$ cat src/rtl/spi_dac_if.sv
// SPI DAC bus interface.
// Carries the four pins the SPI DAC controller drives towards one DAC channel.
//   bCS    chip select, active low
//   SCK    serial clock, idles low
//   SDI    serial data, MSB first
//   bLDAC  load DAC, active low
// Modports:
//   master  the controller side (drives all pins)
//   slave   the DAC / receiver side (samples all pins)
interface spi_dac_if;
    logic bCS;
    logic SCK;
    logic SDI;
    logic bLDAC;

    modport master (
        output bCS,
        output SCK,
        output SDI,
        output bLDAC
    );

    modport slave (
        input bCS,
        input SCK,
        input SDI,
        input bLDAC
    );
endinterface

$ cat src/rtl/spi_dac_receiver.sv
// SPI target-side receiver modelling one DAC channel.
// The SPI pins are asynchronous to clk. They are oversampled, shifted in
// MSB-first as fixed-length words, and a word is committed only when bCS
// rises after exactly spi_length SCK rising edges. The last committed word is
// copied to the DAC output register on a falling edge of bLDAC.
//
// Ports:
//   clk          fabric clock, at least 4x the SCK frequency
//   rst          asynchronous, active-high reset
//   spi          SPI bus (slave modport): bCS, SCK, SDI, bLDAC
//   rx_data      last correctly framed word
//   rx_valid     1-cycle pulse when rx_data updates
//   dac_out      DAC output register, loaded on bLDAC fall
//   ldac_strobe  1-cycle pulse when dac_out loads
//   frame_err    1-cycle pulse when a frame is discarded
//   frame_cnt    count of committed frames, wraps
module spi_dac_receiver #(
    parameter int spi_length = 16,
    parameter int cnt_width  = 16
) (
    input  logic                  clk,
    input  logic                  rst,
    spi_dac_if.slave              spi,
    output logic [spi_length-1:0] rx_data,
    output logic                  rx_valid,
    output logic [spi_length-1:0] dac_out,
    output logic                  ldac_strobe,
    output logic                  frame_err,
    output logic [cnt_width-1:0]  frame_cnt
);

    // Bit counter has to reach spi_length+1 (the overrun marker).
    localparam int BIT_W = $clog2(spi_length + 2);
    localparam logic [BIT_W-1:0] LEN_C = BIT_W'(spi_length);
    localparam logic [BIT_W-1:0] OVR_C = BIT_W'(spi_length + 1);

    typedef enum logic {
        IDLE  = 1'b0,
        SHIFT = 1'b1
    } state_t;

    state_t state, state_nxt;

    // _p0/_p1: two-flop synchroniser, _p2: previous synchronised value
    logic cs_p0, cs_p1, cs_p2;
    logic sck_p0, sck_p1, sck_p2;
    logic sdi_p0, sdi_p1, sdi_p2;
    logic ldac_p0, ldac_p1, ldac_p2;

    // _p3: registered edge strobes and the SDI bit aligned with them
    logic cs_rise_p3, cs_fall_p3, sck_rise_p3, ldac_fall_p3;
    logic sdi_p3;

    logic [spi_length-1:0] shift_reg, shift_nxt;
    logic [BIT_W-1:0]      bit_cnt, bit_cnt_nxt;
    logic [spi_length-1:0] rx_data_nxt, dac_out_nxt;
    logic [cnt_width-1:0]  frame_cnt_nxt;
    logic                  rx_valid_nxt, frame_err_nxt, ldac_strobe_nxt;

    // ---- stage p0..p2: synchronise the asynchronous pins ----
    always_ff @(posedge clk or posedge rst) begin
        if (rst) begin
            cs_p0   <= 1'b1; cs_p1   <= 1'b1; cs_p2   <= 1'b1;
            sck_p0  <= 1'b0; sck_p1  <= 1'b0; sck_p2  <= 1'b0;
            sdi_p0  <= 1'b0; sdi_p1  <= 1'b0; sdi_p2  <= 1'b0;
            ldac_p0 <= 1'b1; ldac_p1 <= 1'b1; ldac_p2 <= 1'b1;
        end else begin
            cs_p0   <= spi.bCS;   cs_p1   <= cs_p0;   cs_p2   <= cs_p1;
            sck_p0  <= spi.SCK;   sck_p1  <= sck_p0;  sck_p2  <= sck_p1;
            sdi_p0  <= spi.SDI;   sdi_p1  <= sdi_p0;  sdi_p2  <= sdi_p1;
            ldac_p0 <= spi.bLDAC; ldac_p1 <= ldac_p0; ldac_p2 <= ldac_p1;
        end
    end

    // ---- stage p3: register edge strobes ----
    // SDI is captured together with the SCK rise so the FSM sees the bit
    // that was present on the same synchronised cycle as the edge.
    always_ff @(posedge clk or posedge rst) begin
        if (rst) begin
            cs_rise_p3   <= 1'b0;
            cs_fall_p3   <= 1'b0;
            sck_rise_p3  <= 1'b0;
            ldac_fall_p3 <= 1'b0;
            sdi_p3       <= 1'b0;
        end else begin
            cs_rise_p3   <= cs_p1 & ~cs_p2;
            cs_fall_p3   <= ~cs_p1 & cs_p2;
            sck_rise_p3  <= sck_p1 & ~sck_p2;
            ldac_fall_p3 <= ~ldac_p1 & ldac_p2;
            sdi_p3       <= sdi_p1;
        end
    end

    // ---- FSM and datapath next-state ----
    always_comb begin
        state_nxt       = state;
        shift_nxt       = shift_reg;
        bit_cnt_nxt     = bit_cnt;
        rx_data_nxt     = rx_data;
        frame_cnt_nxt   = frame_cnt;
        dac_out_nxt     = dac_out;
        rx_valid_nxt    = 1'b0;
        frame_err_nxt   = 1'b0;
        ldac_strobe_nxt = 1'b0;

        case (state)
            IDLE: begin
                if (cs_fall_p3) begin
                    shift_nxt   = '0;
                    bit_cnt_nxt = '0;
                    state_nxt   = SHIFT;
                end
            end
            SHIFT: begin
                // A coincident SCK rise is applied before the frame check.
                if (sck_rise_p3) begin
                    shift_nxt = {shift_reg[spi_length-2:0], sdi_p3};
                    if (bit_cnt != OVR_C)
                        bit_cnt_nxt = bit_cnt + BIT_W'(1);
                end
                if (cs_rise_p3) begin
                    state_nxt = IDLE;
                    if (bit_cnt_nxt == LEN_C) begin
                        rx_data_nxt   = shift_nxt;
                        rx_valid_nxt  = 1'b1;
                        frame_cnt_nxt = frame_cnt + cnt_width'(1);
                    end else begin
                        frame_err_nxt = 1'b1;
                    end
                end
            end
            default: state_nxt = IDLE;
        endcase

        // rx_data_nxt already holds the new word on a same-cycle commit.
        if (ldac_fall_p3) begin
            dac_out_nxt     = rx_data_nxt;
            ldac_strobe_nxt = 1'b1;
        end
    end

    // ---- stage p4: FSM state, datapath and registered pulses ----
    always_ff @(posedge clk or posedge rst) begin
        if (rst) begin
            state       <= IDLE;
            shift_reg   <= '0;
            bit_cnt     <= '0;
            rx_data     <= '0;
            dac_out     <= '0;
            frame_cnt   <= '0;
            rx_valid    <= 1'b0;
            frame_err   <= 1'b0;
            ldac_strobe <= 1'b0;
        end else begin
            state       <= state_nxt;
            shift_reg   <= shift_nxt;
            bit_cnt     <= bit_cnt_nxt;
            rx_data     <= rx_data_nxt;
            dac_out     <= dac_out_nxt;
            frame_cnt   <= frame_cnt_nxt;
            rx_valid    <= rx_valid_nxt;
            frame_err   <= frame_err_nxt;
            ldac_strobe <= ldac_strobe_nxt;
        end
    end

endmodule

$ cat src/flat_wrapper.sv
// flat-port wrapper written by rule: the top's interface ports become plain ports
module spi_dac_receiver_flat 
#(
    parameter int spi_length = 16,
    parameter int cnt_width  = 16
)
  (clk, rst, rx_data, rx_valid, dac_out, ldac_strobe, frame_err, frame_cnt, spi_bCS, spi_SCK, spi_SDI, spi_bLDAC);
  spi_dac_if spi_i ();
  input  logic clk;
  input  logic rst;
  output logic [spi_length-1:0] rx_data;
  output logic rx_valid;
  output logic [spi_length-1:0] dac_out;
  output logic ldac_strobe;
  output logic frame_err;
  output logic [cnt_width-1:0] frame_cnt;
  input wire logic [$bits(spi_i.bCS)-1:0] spi_bCS;
  input wire logic [$bits(spi_i.SCK)-1:0] spi_SCK;
  input wire logic [$bits(spi_i.SDI)-1:0] spi_SDI;
  input wire logic [$bits(spi_i.bLDAC)-1:0] spi_bLDAC;
  assign spi_i.bCS = spi_bCS;
  assign spi_i.SCK = spi_SCK;
  assign spi_i.SDI = spi_SDI;
  assign spi_i.bLDAC = spi_bLDAC;
  spi_dac_receiver #(.spi_length(spi_length), .cnt_width(cnt_width)) u_core (.clk(clk), .rst(rst), .spi(spi_i), .rx_data(rx_data), .rx_valid(rx_valid), .dac_out(dac_out), .ldac_strobe(ldac_strobe), .frame_err(frame_err), .frame_cnt(frame_cnt));
endmodule
$ cat config.mk
export PLATFORM = sky130hd
export DESIGN_NAME = spi_dac_receiver_flat
export DESIGN_NICKNAME = d
export VERILOG_FILES = /design/src/rtl/spi_dac_if.sv /design/src/rtl/spi_dac_receiver.sv /design/src/flat_wrapper.sv
export SDC_FILE = /design/constraint.sdc
export NUM_CORES = 1
export LEC_CHECK = 0
export ABC_AREA = 1
export BUFFER_PORTS_ARGS = -buffer_cell sky130_fd_sc_hd__clkbuf_2
export CAP_MARGIN = 10
export CORE_ASPECT_RATIO = 0.7
export CORE_MARGIN = 8
export CORE_UTILIZATION = 35
export DETAILED_ROUTE_END_ITERATION = 10
export PLACE_DENSITY = 0.61
export SYNTH_ARGS = -nofsm -noshare
export SYNTH_HDL_FRONTEND = slang
export SYNTH_SLANG_ARGS = --single-unit
$ cat constraint.sdc
create_clock -name clk -period 6.1 [get_ports clk]
set_clock_uncertainty 0.15 [all_clocks]
set_input_delay 0.305 -clock clk [delete_from_list [all_inputs] [get_ports clk]]
set_output_delay 0.305 -clock clk [all_outputs]
set_load 0.02 [all_outputs]
== Word-level counts from Yosys, hierarchy flattened ==
Cells that the tools add are included.
Operators by class
  $add $sub $neg: 2
  mux-type cells: 21
  bitwise operators: 9
  equal/unequal tests: 3
  reduce and logical (&&, ||, !) cells: 1
Operators by type and width (number)
  $mux 16: 5
  $pmux 16 s2: 1
  $mux 5: 4
  $add 16x1->16 const B: 1
  $pmux 5 s2: 1
  $mux 1: 9
  $add 5x1->5 const B: 1
  $eq 5x5->1 const B: 1
  $ne 5x5->1 const B: 1
  $not 1->1: 5
  $and 1x1->1: 4
  $reduce_and 3->1: 1
  $ne 2x1->1 const B: 1
  $pmux 1 s2: 1
Word-level totals
  word-level logic and storage cells: 61
  output and inout bits: 51
  register bits after elaboration: 89
  input bits: 6

== Longest topological paths before layout ==
  word-level depth: 8
  mapped depth: 15
  gate-level depth less buffers: 15

== Least setup slack after synthesis ==
OpenSTA, ideal clock, no wires.
  path kind: register to register
  start: register u_core.bit_cnt[0]
  end: register u_core.rx_data[0]
  required time: 5.831 ns
  library setup time: 0.119 ns
  arrival: 1.601 ns
  period minus slack after synthesis: 1.870 ns
  path buffers: 1
  slack: 4.230 ns
  stages on the path, launching flop included: 12
  cells stage by stage: dfrtp_1 -> ha_1 -> nand2_1 -> inv_1 -> nand2_1 -> nand2_1 -> nand2_1 -> nand3_4 -> nor2_8 -> buf_4 -> nand3_1 -> and2_1
Between the ends
  longest elaborated chain between the ends: 8
  elaborated cells between the ends (all ways): 9
  those cells by class: add/sub (1); eq/ne (2); mux (6)
Ends and longest elaborated chain
  from (decl): line spi_dac_receiver.sv:55  | logic [BIT_W-1:0] bit_cnt, bit_cnt_nxt;
  from (signal assigned): line spi_dac_receiver.sv:157  | bit_cnt <= bit_cnt_nxt;
  $add 5x1->5 or $ne 5x5->1 (tied branches): line spi_dac_receiver.sv:119, spi_dac_receiver.sv:118
  $mux 5: line spi_dac_receiver.sv:118  | if (bit_cnt != OVR_C)
  $mux 5 *: line spi_dac_receiver.sv:116  | if (sck_rise_p3) begin
  $mux 5 *: line spi_dac_receiver.sv:106  | case (state)
  $eq 5x5->1 *: line spi_dac_receiver.sv:123  | if (bit_cnt_nxt == LEN_C) begin
  $mux 16 *: line spi_dac_receiver.sv:123
  $mux 16 *: line spi_dac_receiver.sv:121  | if (cs_rise_p3) begin
  $mux 16 *: line spi_dac_receiver.sv:106
  named net u_core.rx_data_nxt[0]: line spi_dac_receiver.sv:56  | logic [spi_length-1:0] rx_data_nxt, dac_out_nxt;
  to (signal assigned): line spi_dac_receiver.sv:158  | rx_data <= rx_data_nxt;
  to (decl): line spi_dac_receiver.sv:24  | output logic [spi_length-1:0] rx_data,
The timed path passes the listed nets; every way through them passes the cells marked *. The select of a mux whose other input is x is not followed.
A chain may end at the register's enable or synchronous reset.

== Worst setup path after layout ==
  start: register u_core.sck_rise_p3
  end: register u_core.frame_cnt[2]
Between the ends
  longest elaborated chain between the ends: 4
Ends and longest elaborated chain
  from (decl): line spi_dac_receiver.sv:51  | logic cs_rise_p3, cs_fall_p3, sck_rise_p3, ldac_fall_p3;
  from (signal assigned): line spi_dac_receiver.sv:88  | sck_rise_p3 <= sck_p1 & ~sck_p2;
  $mux 5: line spi_dac_receiver.sv:116
  $mux 5: line spi_dac_receiver.sv:106
  $eq 5x5->1: line spi_dac_receiver.sv:123
  $reduce_and 3->1 (no line)
  to (signal assigned): line spi_dac_receiver.sv:160  | frame_cnt <= frame_cnt_nxt;
  to (decl): line spi_dac_receiver.sv:29  | output logic [cnt_width-1:0] frame_cnt
No other way between the ends. The select of a mux whose other input is x is not followed.

==> run summary <==
Status - finished clean
DR iter-0 viols - 225
Die height - 105 um
Setup TNS - 0 ns
Cell area after technology mapping - 3930 um2
Via count - 3032
Clock tree buffer depth - 2
CTS tree - yes
Worst Path Required - 6.18 ns
Hold Crit Class - register to register
CTS Buf Count - 9
WL per Instance - 13.5 um
Final period utilization - 40.6%
Setup Crit Path Kind - register to register
Commonest non-fill, non-tap cell in the layout - nand2_1
Final nets - 510
DRC - 0
Met1 Use GR - 17.8%
Starting Density - 35.8%
Sequential fraction of the synthesis area - 56.8%
Worst Path Arrival - 2.56 ns
Vias in the first global route - 3042
Largest net degree at the start of global routing - 50
HPWL after DPL - 6350 um
P_leak - 2.41 nW
Max-slew violations - 0
Root Buffer - clkbuf_16
N_diodes - 0
Critical Path Start Type - register
Post-Synthesis Cells - 443
Clk Latency, worst-skew pair - 0.34 ns
Placer Congestion - 0.851
CP peak stage delay - 0.33 ns
# IOs - 57
I/O Buffers - 56
Worst-margin pin slew - 0.700 ns
Final min period - 2.47 ns
Final ANT Viol Nets - 0
Standard-cell rows - 32
Overall power - 1.38 mW
GR Util met2 - 17.9%
Worst Path Buf+Inv - 3
Share of cells above drive strength 1 - 17.4%
Global routing met3 resource utilization - 3.91%
Critical-path top delay cell - dfrtp_1
Max-Cap Viols - 0
Number of synthesized flops with an enable pin - 0
Top FF cell, synth - dfrtp_1
Synth top area share - 52.8%
Final WL - 8920 um
Total Routing Usage GR - 12.5%
Syn Nets - 452
Worst-path maximum fanout - 38
Delay-heaviest family, CP - simple AND/OR/NAND/NOR gates
Most frequent cells in the layout - 119 x nand2_1, 83 x dfrtp_1, 60 x inv_1, 56 x clkbuf_2, 48 x nand3_1
Via-per-instance ratio - 4.60
Worst path cell trace - buf_4 -> nand2_1 -> inv_1 -> nand4_1 -> nand2_1 -> nand3_2 -> nor2_8 -> nand2_4 -> inv_4 -> nand2_1 -> nand2_1 -> nand2_1
Total Die Area - 14900 um2
First-pass GRT wire length - 15300 um
Slew HR - 53.3%
Fin. Hold Viols - 0
Post-CTS setup buffers - 0
Syn avg cell area - 8.88 um2
Async SR Flop Fraction - 100%
Pwr/cell area - 296 nW/um2
Antenna violations before repair - 0
Fillers - 1130
RSZ-0062 raised after global routing - false
Most frequent CP cell - nand2_1
Area Growth Syn to Fin - 18.7%
Gr ovfl total - 0
Synth unique cells - 29
Clock sinks - 89
Core area - 11000 um2
H-Tree Depth - 3
Worst IR Drop VDD - 0.000153 V
Synth area leader - dfrtp_1
Clock Pin Slew Worst Setup and Hold Paths - 0.07 ns
Die X - 143 um
1st-pass router iterations - 4
CP endpoint kind - register
Final setup viols - 0
Yosys warns - 0
F_max - 404 MHz
Synth top area cells - dfrtp_1 53%, nand2_1 11%, nand3_1 6.1%, inv_1 5.8%, dfstp_2 4.0%
Gr busiest metal - met2
Number of synthesized register bits - 89
## layer usage
layer,wire (um),part of all wire (%),vias to the layer above
li1,-,-,1536
met1,4590,51,1424
met2,3770,42,64
met3,473,5.3,8
met4,80,0.90,0
met5,0,0,-
## stage by stage
stage | cell area, um2 | cells | hold slack, ns | utilization (%) | setup slack, ns
floorplan | 3930 | 443 | 0.159 | - | 3.35
global placement | 4320 | 638 | 0.186 | 39.4 | 3.77
detailed placement | 4320 | 638 | 0.188 | 39.4 | 3.62
CTS | 4670 | 659 | 0.205 | 42.6 | 3.60
global route | 4670 | 659 | 0.208 | 42.6 | 3.37
finish | 4670 | 659 | 0.201 | 42.6 | 3.63
## worst register-to-register path, delay by kind of cell (launching register included)
kind                   cells  cell delay, ns
DFF                        1            0.33
buffers and inverters      3            0.70
and+or+nand+nor            9            1.18
## Yosys cell counts, types with 3 or more instances
cell / n
nor2_1: 11
and2_1: 16
clkbuf_1: 10
xor2_1: 5
dfstp_2: 6
buf_6: 4
o21ai_0: 19
inv_1: 61
dfrtp_1: 83
ha_1: 3
xnor2_1: 3
nand3_1: 48
o21ai_1: 9
nor3_1: 8
o22ai_1: 18
nand4_1: 4
nand2_1: 119
## what timing repair did
item,in CTS,in global routing
hold endpoints to repair,38,0
hold buffers,5,0
resized for setup,0,0
## cells by family (layout without fill, tap and decap cells)
kind of cell	after synthesis	count (layout)	share of synthesized area [%]
adder cells (fa/ha/maj)	3	3	0.955
buffers and inverters	80	143	8.65
AO/OA/AOI/OAI	47	47	6.55
flip-flops	89	89	56.8
AND/OR/NAND/NOR	216	216	25.2
XOR/XNOR	8	8	1.78
## where the power goes
part           leakage (nW)  internal [mW]  switching [mW]
sequential             1.18          0.643          0.0345
clock                 0.142          0.288           0.251
combinational          1.09         0.0532           0.112
total                  2.41          0.984           0.397
## final timing paths
| check | endpoint | cells past startpoint | slack (ns) | start |
|---|---|---|---|---|
| worst min-delay path | u_core.sck_p1 | 0 | 0.20 | u_core.sck_p0 |
| worst max register to register | u_core.frame_cnt[2] | 12 | 3.63 | u_core.sck_rise_p3 |
| worst max-delay path | u_core.frame_cnt[2] | 12 | 3.63 | u_core.sck_rise_p3 |
| worst min register to register | u_core.sck_p1 | 0 | 0.20 | u_core.sck_p0 |
| min in group asynchronous | u_core.rx_data[12] | 3 | 0.44 | rst |
| max in group asynchronous | u_core.dac_out[1] | 4 | 4.26 | rst |
## cell type report
class | count | area [um2] | area share, %
timing repair buffer | 63 | 345 | 7.40
inverter | 64 | 244 | 5.23
tap | 153 | 191 | 4.10
clock buffer | 9 | 225 | 4.82
sequential | 89 | 2230 | 47.9
multi-input combinational | 274 | 1360 | 29.1
clock inverter | 7 | 70.1 | 1.50
Power figures use the tool's default switching activity.
